$ cat config.mk
export PLATFORM = sky130hd
export DESIGN_NAME = imem_loader
export DESIGN_NICKNAME = d
export VERILOG_FILES = /design/src/rtl/imem_loader_pkg.sv /design/src/rtl/imem_loader_word_assembler.sv /design/src/rtl/imem_loader.sv
export SDC_FILE = /design/constraint.sdc
export NUM_CORES = 1
export LEC_CHECK = 0
export CAP_MARGIN = 20
export CORE_MARGIN = 1
export CORE_UTILIZATION = 30
export CTS_BUF_LIST = sky130_fd_sc_hd__clkbuf_4 sky130_fd_sc_hd__clkbuf_8
export DETAILED_ROUTE_END_ITERATION = 7
export PLACE_DENSITY = 0.48
export SETUP_SLACK_MARGIN = 0.15
export SLEW_MARGIN = 20
export SYNTH_ARGS = -nofsm -noshare
export SYNTH_HDL_FRONTEND = slang
export SYNTH_SLANG_ARGS = --single-unit
export TNS_END_PERCENT = 1
$ cat constraint.sdc
create_clock -name clk -period 7.2 [get_ports clk]
set_input_delay 1.44 -clock clk [delete_from_list [all_inputs] [get_ports clk]]
set_output_delay 1.44 -clock clk [all_outputs]
set_load 0.03 [all_outputs]
$ cat src/rtl/imem_loader_pkg.sv
// Shared types and constants for the byte-serial instruction-memory boot loader.
package imem_loader_pkg;

  typedef enum logic [2:0] {
    ST_IDLE,
    ST_ADR_LO,
    ST_ADR_HI,
    ST_COUNT,
    ST_DATA,
    ST_WRITE,
    ST_CHECK
  } loader_state_t;

  localparam logic [7:0] SYNC_BYTE = 8'hA5;

  // Host bytes needed to cover one buffered write, rounding up partial bytes.
  function automatic int bytes_per_wr(input int buffer_size, input int width);
    return (buffer_size * width + 7) / 8;
  endfunction

endpackage

$ cat src/rtl/imem_loader_word_assembler.sv
// Collects the data bytes of one instruction pair, little-endian, and presents
// the truncated pair word when its final byte arrives.
module imem_word_assembler
  import imem_loader_pkg::*;
#(
  parameter int DATA_W = 46,
  parameter int NBYTES = 6
) (
  input  logic              clk,
  input  logic              reset,
  input  logic              clear,
  input  logic              byte_valid,
  input  logic [7:0]        byte_in,
  output logic              pair_done,
  output logic [DATA_W-1:0] data_out
);

  localparam int IDX_W = (NBYTES > 1) ? $clog2(NBYTES) : 1;
  localparam logic [IDX_W-1:0] LAST_IDX = IDX_W'(NBYTES - 1);

  logic [IDX_W-1:0]    idx;
  logic [NBYTES*8-1:0] buf_q;
  logic [NBYTES*8-1:0] buf_next;

  always_comb begin
    buf_next = buf_q;
    buf_next[int'(idx)*8 +: 8] = byte_in;
  end

  assign pair_done = byte_valid && (idx == LAST_IDX);

  // Every byte of a pair is rewritten before it is used, so buf_q needs no
  // clearing between pairs; only the index must restart on a new frame.
  always_ff @(posedge clk) begin
    if (reset) begin
      idx      <= '0;
      buf_q    <= '0;
      data_out <= '0;
    end else if (clear) begin
      idx <= '0;
    end else if (byte_valid) begin
      buf_q <= buf_next;
      if (idx == LAST_IDX) begin
        idx      <= '0;
        data_out <= buf_next[DATA_W-1:0];
      end else begin
        idx <= idx + 1'b1;
      end
    end
  end

endmodule

$ cat src/rtl/imem_loader.sv
// Boot loader: parses framed host bytes (sync, address, pair count, data, checksum)
// and issues one instruction-buffer write per assembled instruction pair.
module imem_loader
  import imem_loader_pkg::*;
#(
  parameter int I_ADR_WIDTH   = 10,
  parameter int I_WIDTH       = 23,
  parameter int I_BUFFER_SIZE = 2
) (
  input  logic                               clk,
  input  logic                               reset,
  input  logic [7:0]                         rx_data,
  input  logic                               rx_valid,
  output logic                               rx_ready,
  output logic [I_ADR_WIDTH-1:0]             imem_write_adr,
  output logic                               imem_write,
  output logic [I_BUFFER_SIZE*I_WIDTH-1:0]   imem_in,
  output logic                               loading,
  output logic                               load_done,
  output logic                               load_error,
  output loader_state_t                      dbg_state
);

  localparam int DATA_W       = I_BUFFER_SIZE * I_WIDTH;
  localparam int BYTES_PER_WR = bytes_per_wr(I_BUFFER_SIZE, I_WIDTH);

  // Handshake: a byte moves on any rising edge where rx_valid && rx_ready;
  // rx_valid may be held across stalls and the byte stays pending.
  loader_state_t          state, state_next;
  logic                   accept;
  logic                   sync_seen;
  logic                   pair_done;
  logic [I_ADR_WIDTH-1:0] cur_adr;
  logic [I_ADR_WIDTH-1:0] wr_adr_q;
  logic [8:0]             pairs_left;
  logic [7:0]             chk;

  assign accept         = rx_valid && rx_ready;
  assign sync_seen      = (state == ST_IDLE) && accept && (rx_data == SYNC_BYTE);
  assign rx_ready       = (state != ST_WRITE);
  assign imem_write     = (state == ST_WRITE);
  assign loading        = (state != ST_IDLE);
  assign imem_write_adr = wr_adr_q;
  assign dbg_state      = state;

  always_ff @(posedge clk) begin
    if (reset) state <= ST_IDLE;
    else       state <= state_next;
  end

  always_comb begin
    state_next = state;
    case (state)
      ST_IDLE:   if (sync_seen) state_next = ST_ADR_LO;
      ST_ADR_LO: if (accept) state_next = ST_ADR_HI;
      ST_ADR_HI: if (accept) state_next = ST_COUNT;
      ST_COUNT:  if (accept) state_next = ST_DATA;
      ST_DATA:   if (pair_done) state_next = ST_WRITE;
      ST_WRITE:  state_next = (pairs_left == 9'd1) ? ST_CHECK : ST_DATA;
      ST_CHECK:  if (accept) state_next = ST_IDLE;
      default:   state_next = ST_IDLE;
    endcase
  end

  always_ff @(posedge clk) begin
    if (reset) begin
      cur_adr    <= '0;
      wr_adr_q   <= '0;
      pairs_left <= '0;
      chk        <= '0;
      load_error <= 1'b0;
      load_done  <= 1'b0;
    end else begin
      load_done <= 1'b0;
      case (state)
        ST_IDLE: begin
          if (sync_seen) begin
            load_error <= 1'b0;
            chk        <= '0;
          end
        end
        ST_ADR_LO: if (accept) cur_adr <= I_ADR_WIDTH'({8'h00, rx_data});
        // Only the low bits of the high address byte are meaningful.
        ST_ADR_HI: if (accept) cur_adr <= I_ADR_WIDTH'({rx_data, cur_adr[7:0]});
        ST_COUNT: begin
          if (accept) pairs_left <= (rx_data == 8'h00) ? 9'd256 : {1'b0, rx_data};
        end
        ST_DATA: begin
          if (accept)    chk      <= chk ^ rx_data;
          if (pair_done) wr_adr_q <= cur_adr;
        end
        ST_WRITE: begin
          cur_adr    <= cur_adr + I_ADR_WIDTH'(I_BUFFER_SIZE);
          pairs_left <= pairs_left - 9'd1;
        end
        ST_CHECK: begin
          if (accept) begin
            if (rx_data != chk) load_error <= 1'b1;
            load_done <= 1'b1;
          end
        end
        default: ;
      endcase
    end
  end

  imem_word_assembler #(
    .DATA_W (DATA_W),
    .NBYTES (BYTES_PER_WR)
  ) u_assembler (
    .clk        (clk),
    .reset      (reset),
    .clear      (sync_seen),
    .byte_valid ((state == ST_DATA) && accept),
    .byte_in    (rx_data),
    .pair_done  (pair_done),
    .data_out   (imem_in)
  );

endmodule

Word-level counts from Yosys, hierarchy flattened

Cells that the tools add are included.

Flip-flop bits (word level): 139
Bits in latches: 0
Bits in writable memories: 0
Bits in read-only memories: 0
Output and inout port bits: 64
Logic and storage cells: 88
Memories: 0

$add $sub $neg: 4
Multiply operators: 0
Div/mod/pow operators: 0
Order comparisons: 0
Equality and inequality tests: 19
Shifts and indexed selects: 2
Mux-type cells: 24
Bitwise gates (word level): 4
Reduce and logical (&&, ||, !) cells: 24

Operator list:

| cell                      | count |
|---|---|
| $bwmux W48                | 1 |
| $shift A8 B33 Y48 const A | 1 |
| $shiftx A8 B33 Y48        | 1 |
| $neg A6 Y33               | 1 |
| $pmux W10 S3              | 1 |
| $mux W3                   | 7 |
| $pmux W3 S7               | 1 |
| $mux W10                  | 2 |
| $mux W9                   | 2 |
| $pmux W9 S2               | 1 |
| $mux W8                   | 2 |
| $ne A2 B2 Y1 const B      | 8 |
| $pmux W8 S2               | 1 |
| $eq A3 B3 Y1 const B      | 4 |
| $reduce_and A3 Y1         | 4 |
| $add A10 B2 Y10 const B   | 1 |
| $eq A9 B1 Y1 const B      | 1 |
| $sub A9 B1 Y9 const B     | 1 |
| $eq A8 B8 Y1 const B      | 1 |
| $logic_not A8 Y1          | 1 |
| $ne A8 B8 Y1              | 1 |
| $reduce_bool A2 Y1        | 4 |
| $xor A8 B8 Y8             | 1 |
| $eq A3 B2 Y1 const B      | 2 |
| other kinds (14)          | 27 |

Longest topological paths before layout

Gate-level depths: netlist of run 1.

Word-level depth: 6
Depth in mapped cells: 10
Mapped depth without buffers: 7

Modules after synthesis

Synthesis of run 1 repeated with hierarchy kept, for this count alone.

Cells, all modules: 780
Area, all modules: 6646.4 um^2

Modules (own cells, without submodules):

| module              | times used | cells an instance | area an instance (um^2) | seq. area each (um^2) |
|---|---|---|---|---|
| imem_word_assembler | 1          | 499               | 4366.7                  | 1901.8 |
| imem_loader         | 1          | 281               | 2279.7                  | 840.8 |

Least setup slack after synthesis of run 1

No wires, ideal clock.

Path type: reg2out
Start point: reg state[2] (netlist: dbg_state[2])
End point: out imem_write
Arrival: 1.511 ns
Path slack: 4.249 ns
Cell stages (with the launch flop): 5
Buffers on the path: 2
Cells stage by stage: dfxtp_1 > buf_2 > nand3b_2 > inv_2 > buf_2

Cells in the longest elaborated chain, start to end: 1

Ends and longest elaborated chain:

| item                   | RTL line          | RTL |
|---|---|---|
| from (decl)            | imem_loader.sv:29 | `loader_state_t state, state_next;` |
| from (signal assigned) | imem_loader.sv:48 | `else state <= state_next;` |
| $eq A3 B3 Y1           | imem_loader.sv:41 | `assign imem_write = (state == ST_WRITE);` |
| to (decl)              | imem_loader.sv:16 | `output logic imem_write,` |

No other way between the ends.

Worst setup path after layout of run 1

Start point: reg state[0] (netlist: dbg_state[0])
End point: out imem_write

The elaborated chain is that of the path after synthesis.

==> reports/metrics.csv, run 1 <==
stage,metric,value,unit
cells_and_area,Final Util,36.5,%
detailed_routing,DRT iter0 DRCs,275,
worst_setup_path,worst-path fanout max,21,
clock_network,CTS max path bufs,2,
timing,fin crit share,58.3,%
power_and_ir_drop,pwr dens,186,nW/µm²
clock_network,"Clk Latency, worst-skew pair",0.46,ns
yosys,synthesized flop and latch total,137,
worst_setup_path,"slowest stage delay, CP",0.79,ns
worst_setup_path,Critical Path RT,5.76,ns
floorplan,die width,150,µm
floorplan,die height,150,µm
yosys,Mapped Cells,753,
worst_setup_path,WP buf/inv,2,
yosys,async set or reset register ratio after synthesis,0,%
worst_setup_path,Reg2Reg Depth,7,
cells_and_area,antenna cells,0,
yosys,register area share after synthesis,41.8,%
timing,Slew @ Worst Pin,1.05,ns
power_and_ir_drop,Leak,2.29,nW
clock_network,post-CTS sizing,0,
placed_design,GP Congestion,0.767,
clock_network,clock sinks,137,
power_and_ir_drop,Peak VDD IR,0.115,mV
floorplan,Starting Density,30.9,%
grt,vias in the first global route,5361,
yosys,Yosys top cell by area,dfxtp_1,
yosys,"EDFF count, synth",0,
placed_design,Port Buffers,74,
cells_and_area,share of layout cells above drive strength 1,10.0,%
placed_design,hpwl dp,11200,µm
yosys,synth cell count leaders,"dfxtp_1 (137), nor2_1 (87), nand2_1 (75), a21oi_1 (72), mux2i_1 (48)",
detailed_routing,routed vias/inst,5.15,
floorplan,std cell rows,53,
yosys,YS warnings,0,
grt,Overflow after GRT,0,
grt,first-pass GRT wire length,28600,µm
worst_setup_path,CP Class,reg2out,
worst_setup_path,Critical Path Start Type,register,
timing,Min Hold Slack,0.457,ns
clock_network,TritonCTS clock tree,done,
detailed_routing,vias,5487,
yosys,synthesized cell area,6560,µm²
yosys,Synth cell types,60,
detailed_routing,Pre-Repair DR Iteration Count,4,
timing,RSZ-0062 raised after global routing,no,
yosys,mean area per synthesized cell,8.71,µm²
floorplan,die area,22500,µm²
clock_network,Clock transition at path regs,0.08,ns
clock_network,number of buffers created by CTS,17,
min_path,HP Class,reg2reg,
timing,minimum clock period,4.20,ns
worst_setup_path,"delay-heaviest family, CP",buffers and inverters,
detailed_routing,"antenna viol nets, final",0,
timing,relative slew slack,29.6,%
yosys,syn nets,772,
worst_setup_path,Crit path depth,3,
detailed_routing,WL final,17300,µm
floorplan,CORE AREA,21200,µm²
grt,initial antenna violation count,0,
yosys,"top cells by area, synth","dfxtp_1 (42%), mux2i_1 (7.3%), a21oi_1 (5.5%)",
timing,f_max,0.238,GHz
flow_run,max_cap viols,0,
yosys,ys flop type,dfxtp_1,
cells_and_area,final net count,796,
timing,Setup TNS,0,ns
detailed_routing,wire length per cell,16.3,µm
clock_network,CTS Root Cell,clkbuf_8,
yosys,proportion of netlist area held by the largest area contributor,41.8,%
detailed_routing,Post-route DRC,0,
timing,final hold violation count,0,
placed_design,Inst Count DP,1032,
worst_setup_path,data arrival time of the critical path,2.76,ns
timing,max-slew violation count,0,
floorplan,IO Pins,75,
worst_setup_path,CP Cell Sequence,"nand3b_2, inv_2, clkdlybuf4s50_1",
clock_network,hold buffer count at cts,0,
yosys,"count leader, synth",dfxtp_1,
worst_setup_path,Setup crit end kind,primary output,
timing,final setup fails,0,
timing,Layout Skew,0.0135,ns
grt,Global Route Usage Sum,16.4,%
min_path,worst hold stages,2,
clock_network,postcts setup bufs,0,
worst_setup_path,CP max-delay cell,dfxtp_1,
grt,largest net degree at the start of global routing,104,
clock_network,H-tree depth,4,
cells_and_area,Post-Layout Cell Count,1065,
status,status,"complete, no violations",
worst_setup_path,reg2reg setup slack,4.11,ns
cells_and_area,area delta synth->final,18.0,%
[power by group]
group	switching [W]	leakage (nW)	internal, W
sequential	0.000000105	1.10	0.000757
combinational	0.0000297	0.989	0.0000109
clock	0.000325	0.194	0.000318
total	0.000355	2.29	0.00109
[worst paths after layout]
path,start,endpoint
worst max-delay path,dbg_state[0]$_SDFFE_PP0P_,imem_write
worst max register to register,u_assembler.idx[0]$_SDFFE_PP0N_,u_assembler.buf_q[30]$_SDFFE_PP0P_
worst min-delay path,u_assembler.buf_q[12]$_SDFFE_PP0P_,u_assembler.buf_q[12]$_SDFFE_PP0P_
worst min register to register,u_assembler.buf_q[12]$_SDFFE_PP0P_,u_assembler.buf_q[12]$_SDFFE_PP0P_
[layer usage]
metal  share of wire (%)  vias up  routed length, µm  track usage [%]
met2                  47      105               8190             26.4
met1                  47     2632               8210             21.7
met4                 1.5        0                259             5.51
li1                    -     2730                  -                -
met3                 3.9       20                676             3.57
met5                   0        -                  0                0
[kinds of logic after synthesis]
group / synth area share, %
mux: 7.32
fa+ha+maj: 1.53
flops: 41.8
buf+inv: 6.52
compound gates: 19.1
xor+xnor: 1.60
simple gates: 22.1
[final cells by class]
| cell class | instances | area, µm² |
|---|---|---|
| Sequential cell | 137 | 2740 |
| Multi-Input combinational cell | 529 | 3410 |
| Timing Repair Buffer | 79 | 796 |
| Clock buffer | 19 | 249 |
| Tap cell | 275 | 344 |
| Fill cell | 2212 | 13500 |
| Inverter | 13 | 48.8 |
| Clock inverter | 13 | 145 |
[metrics by stage]
stage | cell area [µm²] | power (W) | worst slack [ns]
floorplan | 6560 | 0.000802 | 4.25
detailed placement | 7320 | 0.000816 | 3.07
global placement | 7320 | 0.000815 | 3.24
finish | 7740 | 0.00144 | 3.00
CTS | 7710 | 0.00146 | 2.93
global route | 7740 | 0.00150 | 2.85
[cells in the final DEF (no fill, tap or decap), drive strengths merged, types with 7 or more instances in the layout]
cell and count:
dfxtp 137, nor2 87, nand2 75, clkdlybuf4s50 73
a21oi 72, a211oi 58, mux2i 48, nand3 30
clkbuf 19, nor3 17, o21ai 16, inv 16
xnor2 12, o211ai 10, nor2b 9, ha 8
nor4 8, nor4b 7
[registers in the layout, indices dropped and copies added, names as in the netlist]
name,count
chk,8
load_error,1
load_done,1
dbg_state,3
imem_write_adr,10
cur_adr,10
u_assembler.data_out,46
pairs_left,9
u_assembler.idx,3
u_assembler.buf_q,46
[worst reg2reg max path: stages (launching register included)]
cell and delay, ns:
dfxtp_1 0.62, inv_1 0.12, ha_1 0.24, ha_1 0.38, nor4bb_4 0.96, nand2_1 0.41, nand2_1 0.16, a21oi_1 0.07
Note: power is estimated with default switching activity, not from simulation.
==> inputs of run 2 (changes only) <==
clock period = 3.9 ns   (was 7.2 ns; I/O delays follow)
==> reports/metrics.csv, run 2 (same netlist as run 1, synthesis figures left out) <==
stage,metric,value,unit
status,status,"complete, no violations",
floorplan,std cell rows,53,
cells_and_area,area delta synth->final,20.0,%
worst_setup_path,CP Class,reg2out,
timing,RSZ-0062 raised after global routing,no,
detailed_routing,WL final,17300,µm
grt,routing usage on met2,25.0,%
floorplan,die height,150,µm
detailed_routing,"antenna viol nets, final",0,
cells_and_area,fillers,2150,
floorplan,die area,22500,µm²
min_path,worst hold stages,2,
clock_network,CTS Root Cell,clkbuf_8,
clock_network,TritonCTS clock tree,done,
timing,final setup fails,0,
cells_and_area,share of layout cells above drive strength 1,11.6,%
placed_design,hpwl dp,11700,µm
timing,Layout Skew,0.0142,ns
grt,M1 GR Usage,21.9,%
grt,met3 usage in global routing,3.84,%
worst_setup_path,reg2reg end,u_assembler.buf_q[21]$_SDFFE_PP0P_,
grt,first-pass GRT wire length,28100,µm
clock_network,CTS max path bufs,2,
power_and_ir_drop,Power Total,0.00270,W
placed_design,Inst Count DP,1048,
detailed_routing,wire length per cell,16.0,µm
grt,largest net degree at the start of global routing,68,
clock_network,hold buffer count at cts,0,
flow_run,max_cap viols,0,
detailed_routing,vias,5488,
detailed_routing,Post-route DRC,0,
timing,f_max,0.313,GHz
clock_network,"Clk Latency, worst-skew pair",0.45,ns
cells_and_area,Post-Layout Cell Count,1079,
cells_and_area,"most common cell after layout, fill and taps aside",dfxtp_1,
grt,vias in the first global route,5192,
placed_design,GP Congestion,0.818,
min_path,HP Class,reg2reg,
power_and_ir_drop,pwr dens,343,nW/µm²
worst_setup_path,Reg2Reg Depth,7,
cells_and_area,Final Instance Area,7870,µm²
worst_setup_path,Setup crit end kind,primary output,
cells_and_area,antenna cells,0,
cells_and_area,Multi-input gate area,3410,µm²
min_path,WHS Endpoint,u_assembler.buf_q[15]$_SDFFE_PP0P_,
clock_network,postcts setup bufs,0,
clock_network,Clock transition at path regs,0.08,ns
cells_and_area,final net count,811,
timing,Slew @ Worst Pin,0.820,ns
detailed_routing,routed vias/inst,5.09,
detailed_routing,Pre-Repair DR Iteration Count,5,
timing,Setup TNS,0,ns
cells_and_area,most frequent cells in the layout,"dfxtp_1 (137), nor2_1 (87), nand2_1 (75), clkdlybuf4s50_1 (73), a21oi_1 (72)",
grt,Overflow after GRT,0,
cells_and_area,biggest regs,"u_assembler.buf_q (46), u_assembler.data_out (46)",
placed_design,dpl cell area,7460,µm²
worst_setup_path,Critical Path Start Type,register,
timing,fin crit share,81.8,%
clock_network,number of buffers created by CTS,17,
grt,Global Route Usage Sum,16.1,%
worst_setup_path,Critical Path RT,3.12,ns
worst_setup_path,worst-path fanout max,19,
clock_network,clock sinks,137,
timing,minimum clock period,3.19,ns
timing,max-slew violation count,0,
floorplan,die width,150,µm
floorplan,CORE AREA,21200,µm²
timing,final hold violation count,0,
min_path,HP Start,u_assembler.buf_q[15]$_SDFFE_PP0P_,
worst_setup_path,data arrival time of the critical path,2.41,ns
power_and_ir_drop,Leak,2.38,nW
grt,busiest grt layer,met2,
power_and_ir_drop,Peak VDD IR,0.194,mV
detailed_routing,DRT iter0 DRCs,392,
timing,relative slew slack,45.4,%
floorplan,Starting Density,30.9,%
clock_network,H-tree depth,4,
grt,initial antenna violation count,0,
worst_setup_path,reg2reg start,u_assembler.idx[0]$_SDFFE_PP0N_,
floorplan,IO Pins,75,
placed_design,Port Buffers,74,
clock_network,post-CTS sizing,0,
timing,Min Hold Slack,0.457,ns
worst_setup_path,reg2reg setup slack,1.10,ns
cells_and_area,register area,2740,µm²
## run 2: worst max-delay path, cell delays in order (launching register included)
cell,delay [ns]
dfxtp_1,0.52
nor3_1,0.64
inv_1,0.17
clkdlybuf4s50_1,0.63
## run 2: layer usage
layer | up-vias | routed length (µm)
li1 | 2758 | -
met1 | 2590 | 8400
met2 | 125 | 7980
met3 | 15 | 682
met4 | 0 | 226
met5 | - | 0
## run 2: worst max-delay path by stage
stage	to	cells after the start	slack (ns)	from
2_1_floorplan	u_assembler.data_out[38]$_SDFFE_PP0P_	10	1.59	u_assembler.idx[0]$_SDFFE_PP0N_
3_3_place_gp	dbg_state[0]$_SDFFE_PP0P_	5	0.89	rx_data[1]
3_5_place_dp	u_assembler.data_out[32]$_SDFFE_PP0P_	6	0.90	rx_valid
4_1_cts	loading	3	0.68	dbg_state[1]$_SDFFE_PP0P_
5_1_grt	loading	3	0.60	dbg_state[1]$_SDFFE_PP0P_
6_report	loading	3	0.71	dbg_state[1]$_SDFFE_PP0P_
## run 2: power breakdown
part	internal [W]	switching (W)	total, W
Combinational	0.0000215	0.0000547	0.0000763
Sequential	0.00140	0.000000119	0.00140
Clock	0.000633	0.000591	0.00122
## run 2: final cells by class
type | count | share of cell area [%]
repair buffers | 94 | 11.6
clock buffers | 17 | 2.97
well taps | 275 | 4.37
inverters | 13 | 0.620
clock inverters | 14 | 2.19
multi-input cells | 529 | 43.4
flip-flops and latches | 137 | 34.9
## run 2: stage by stage
stage	util, %	setup slack (ns)
global placement	35.2	0.894
CTS	37.1	0.683
finish	37.1	0.709
global route	37.1	0.603
detailed placement	35.2	0.903
floorplan	-	1.59
==> inputs of run 3 (changes only) <==
PLACE_DENSITY = 0.5   (was 0.48)
clock period = 2.6 ns   (was 3.9 ns; I/O delays follow)
==> reports/metrics.csv, run 3 (same netlist as run 1, synthesis figures left out) <==
stage,metric,value,unit
status,status,"complete, no violations",
cells_and_area,biggest regs,"u_assembler.buf_q (46), u_assembler.data_out (46)",
grt,largest net degree at the start of global routing,72,
power_and_ir_drop,pwr dens,480,nW/µm²
worst_setup_path,CP Class,reg2out,
placed_design,Port Buffers,74,
timing,fin crit share,92.3,%
timing,relative slew slack,60.8,%
grt,M1 GR Usage,22.3,%
grt,busiest grt layer,met2,
worst_setup_path,"delay-heaviest family, CP",buffers and inverters,
worst_setup_path,worst-path fanout max,10,
timing,Layout Skew,0.0196,ns
worst_setup_path,CP Cell Sequence,"nor3_4, inv_1, clkdlybuf4s50_1",
floorplan,std cell rows,53,
cells_and_area,"most common cell after layout, fill and taps aside",dfxtp_1,
timing,RSZ-0062 raised after global routing,yes,
grt,Global Route Usage Sum,16.3,%
min_path,HP Class,reg2reg,
cells_and_area,fillers,2229,
grt,routing usage on met2,25.6,%
clock_network,hold buffer count at cts,0,
cells_and_area,final net count,835,
cells_and_area,Final Util,37.8,%
clock_network,CTS Root Cell,clkbuf_8,
floorplan,CORE AREA,21200,µm²
grt,first-pass GRT wire length,28500,µm
placed_design,GP Congestion,0.772,
timing,max-slew violation count,0,
worst_setup_path,Critical Path Start Type,register,
power_and_ir_drop,Leak,2.49,nW
detailed_routing,WL final,17700,µm
timing,minimum clock period,2.40,ns
detailed_routing,wire length per cell,16.0,µm
floorplan,IO Pins,75,
clock_network,number of buffers created by CTS,17,
power_and_ir_drop,Power Total,0.00385,W
cells_and_area,share of layout cells above drive strength 1,14.7,%
clock_network,clock sinks,137,
detailed_routing,DRT iter0 DRCs,243,
clock_network,Clock transition at path regs,0.08,ns
grt,Overflow after GRT,0,
clock_network,CTS max path bufs,2,
cells_and_area,most frequent cells in the layout,"dfxtp_1 (135), nor2_1 (87), nand2_1 (75), a21oi_1 (72), clkdlybuf4s50_1 (72)",
worst_setup_path,WP buf/inv,2,
power_and_ir_drop,Peak VDD IR,0.280,mV
floorplan,die area,22500,µm²
worst_setup_path,data arrival time of the critical path,1.88,ns
clock_network,TritonCTS clock tree,done,
placed_design,hpwl dp,11800,µm
worst_setup_path,Reg2Reg Depth,7,
floorplan,die width,150,µm
floorplan,Starting Density,30.9,%
clock_network,"Clk Latency, worst-skew pair",0.46,ns
flow_run,max_cap viols,0,
detailed_routing,routed vias/inst,4.96,
worst_setup_path,Critical Path RT,2.08,ns
worst_setup_path,"slowest stage delay, CP",0.61,ns
timing,final hold violation count,0,
floorplan,die height,150,µm
grt,met3 usage in global routing,3.29,%
timing,Slew @ Worst Pin,0.586,ns
worst_setup_path,CP max-delay cell,clkdlybuf4s50_1,
min_path,worst hold stages,2,
detailed_routing,Post-route DRC,0,
cells_and_area,antenna cells,0,
timing,f_max,0.417,GHz
clock_network,postcts setup bufs,0,
grt,initial antenna violation count,0,
detailed_routing,vias,5474,
worst_setup_path,Crit path depth,3,
detailed_routing,Pre-Repair DR Iteration Count,4,
cells_and_area,area delta synth->final,22.4,%
timing,final setup fails,0,
grt,vias in the first global route,5203,
detailed_routing,"antenna viol nets, final",0,
worst_setup_path,Setup crit end kind,primary output,
clock_network,H-tree depth,4,
timing,Setup TNS,0,ns
## run 3: cell types whose count changed in the layout (fill, tap and decap cells not counted), moves of 2 or more
cell	previous run	this run
buf_12	2	4
bufinv_16	3	0
dfxtp_1	137	135
buf_4	19	42
dfxtp_2	0	2
clkinv_2	3	5
inv_6	3	6
## run 3: tightest hold or removal path, cell delays in order (launching register included)
cell     delay (ns)
dfxtp_1        0.31
nand2_1        0.05
a21oi_1        0.05
## run 3: per-layer routing
metal  up-vias  part of all wire [%]
met5         -                     0
met4         0                  0.91
met3        10                   3.0
met2        87                    46
met1      2561                    50
li1       2816                     -
## run 3: per-stage QoR
step                hold slack (ns)  cell area (µm²)  setup WS, ns  std cells
floorplan                     0.428             6560         0.287        753
global placement              0.441             7660         0.195       1072
detailed placement            0.446             7660         0.190       1072
CTS                           0.459             8030         0.164       1104
global route                  0.472             8030         0.120       1104
finish                        0.454             8030         0.201       1104
## run 3: cell type report
type	count	area, µm²	share of cell area, %
inverter	13	50.0	0.623
timing repair buffer	118	1120	13.9
clock buffer	17	234	2.91
tap	275	344	4.28
sequential	137	2750	34.2
multi-input combinational	529	3420	42.6
clock inverter	15	116	1.45
## run 3: worst paths after layout
check | slack (ns) | from | to
min | 0.45 | u_assembler.buf_q[9]$_SDFFE_PP0P_ | u_assembler.buf_q[9]$_SDFFE_PP0P_
max reg2reg | 0.39 | u_assembler.idx[1]$_SDFFE_PP0N_ | u_assembler.buf_q[17]$_SDFFE_PP0P_
max | 0.20 | dbg_state[0]$_SDFFE_PP0P_ | loading
min reg2reg | 0.45 | u_assembler.buf_q[9]$_SDFFE_PP0P_ | u_assembler.buf_q[9]$_SDFFE_PP0P_
## run 3: where the power goes
group,switching [W],internal [W]
clock network,0.000947,0.000678
logic,0.0000877,0.0000432
registers,0.000000238,0.00210
## run 3: timing repair
action	in CTS	in global routing
gates resized for setup	4	1
hold endpoints to repair	0	0
pin swaps	0	0
endpoints found under the setup margin	3	2
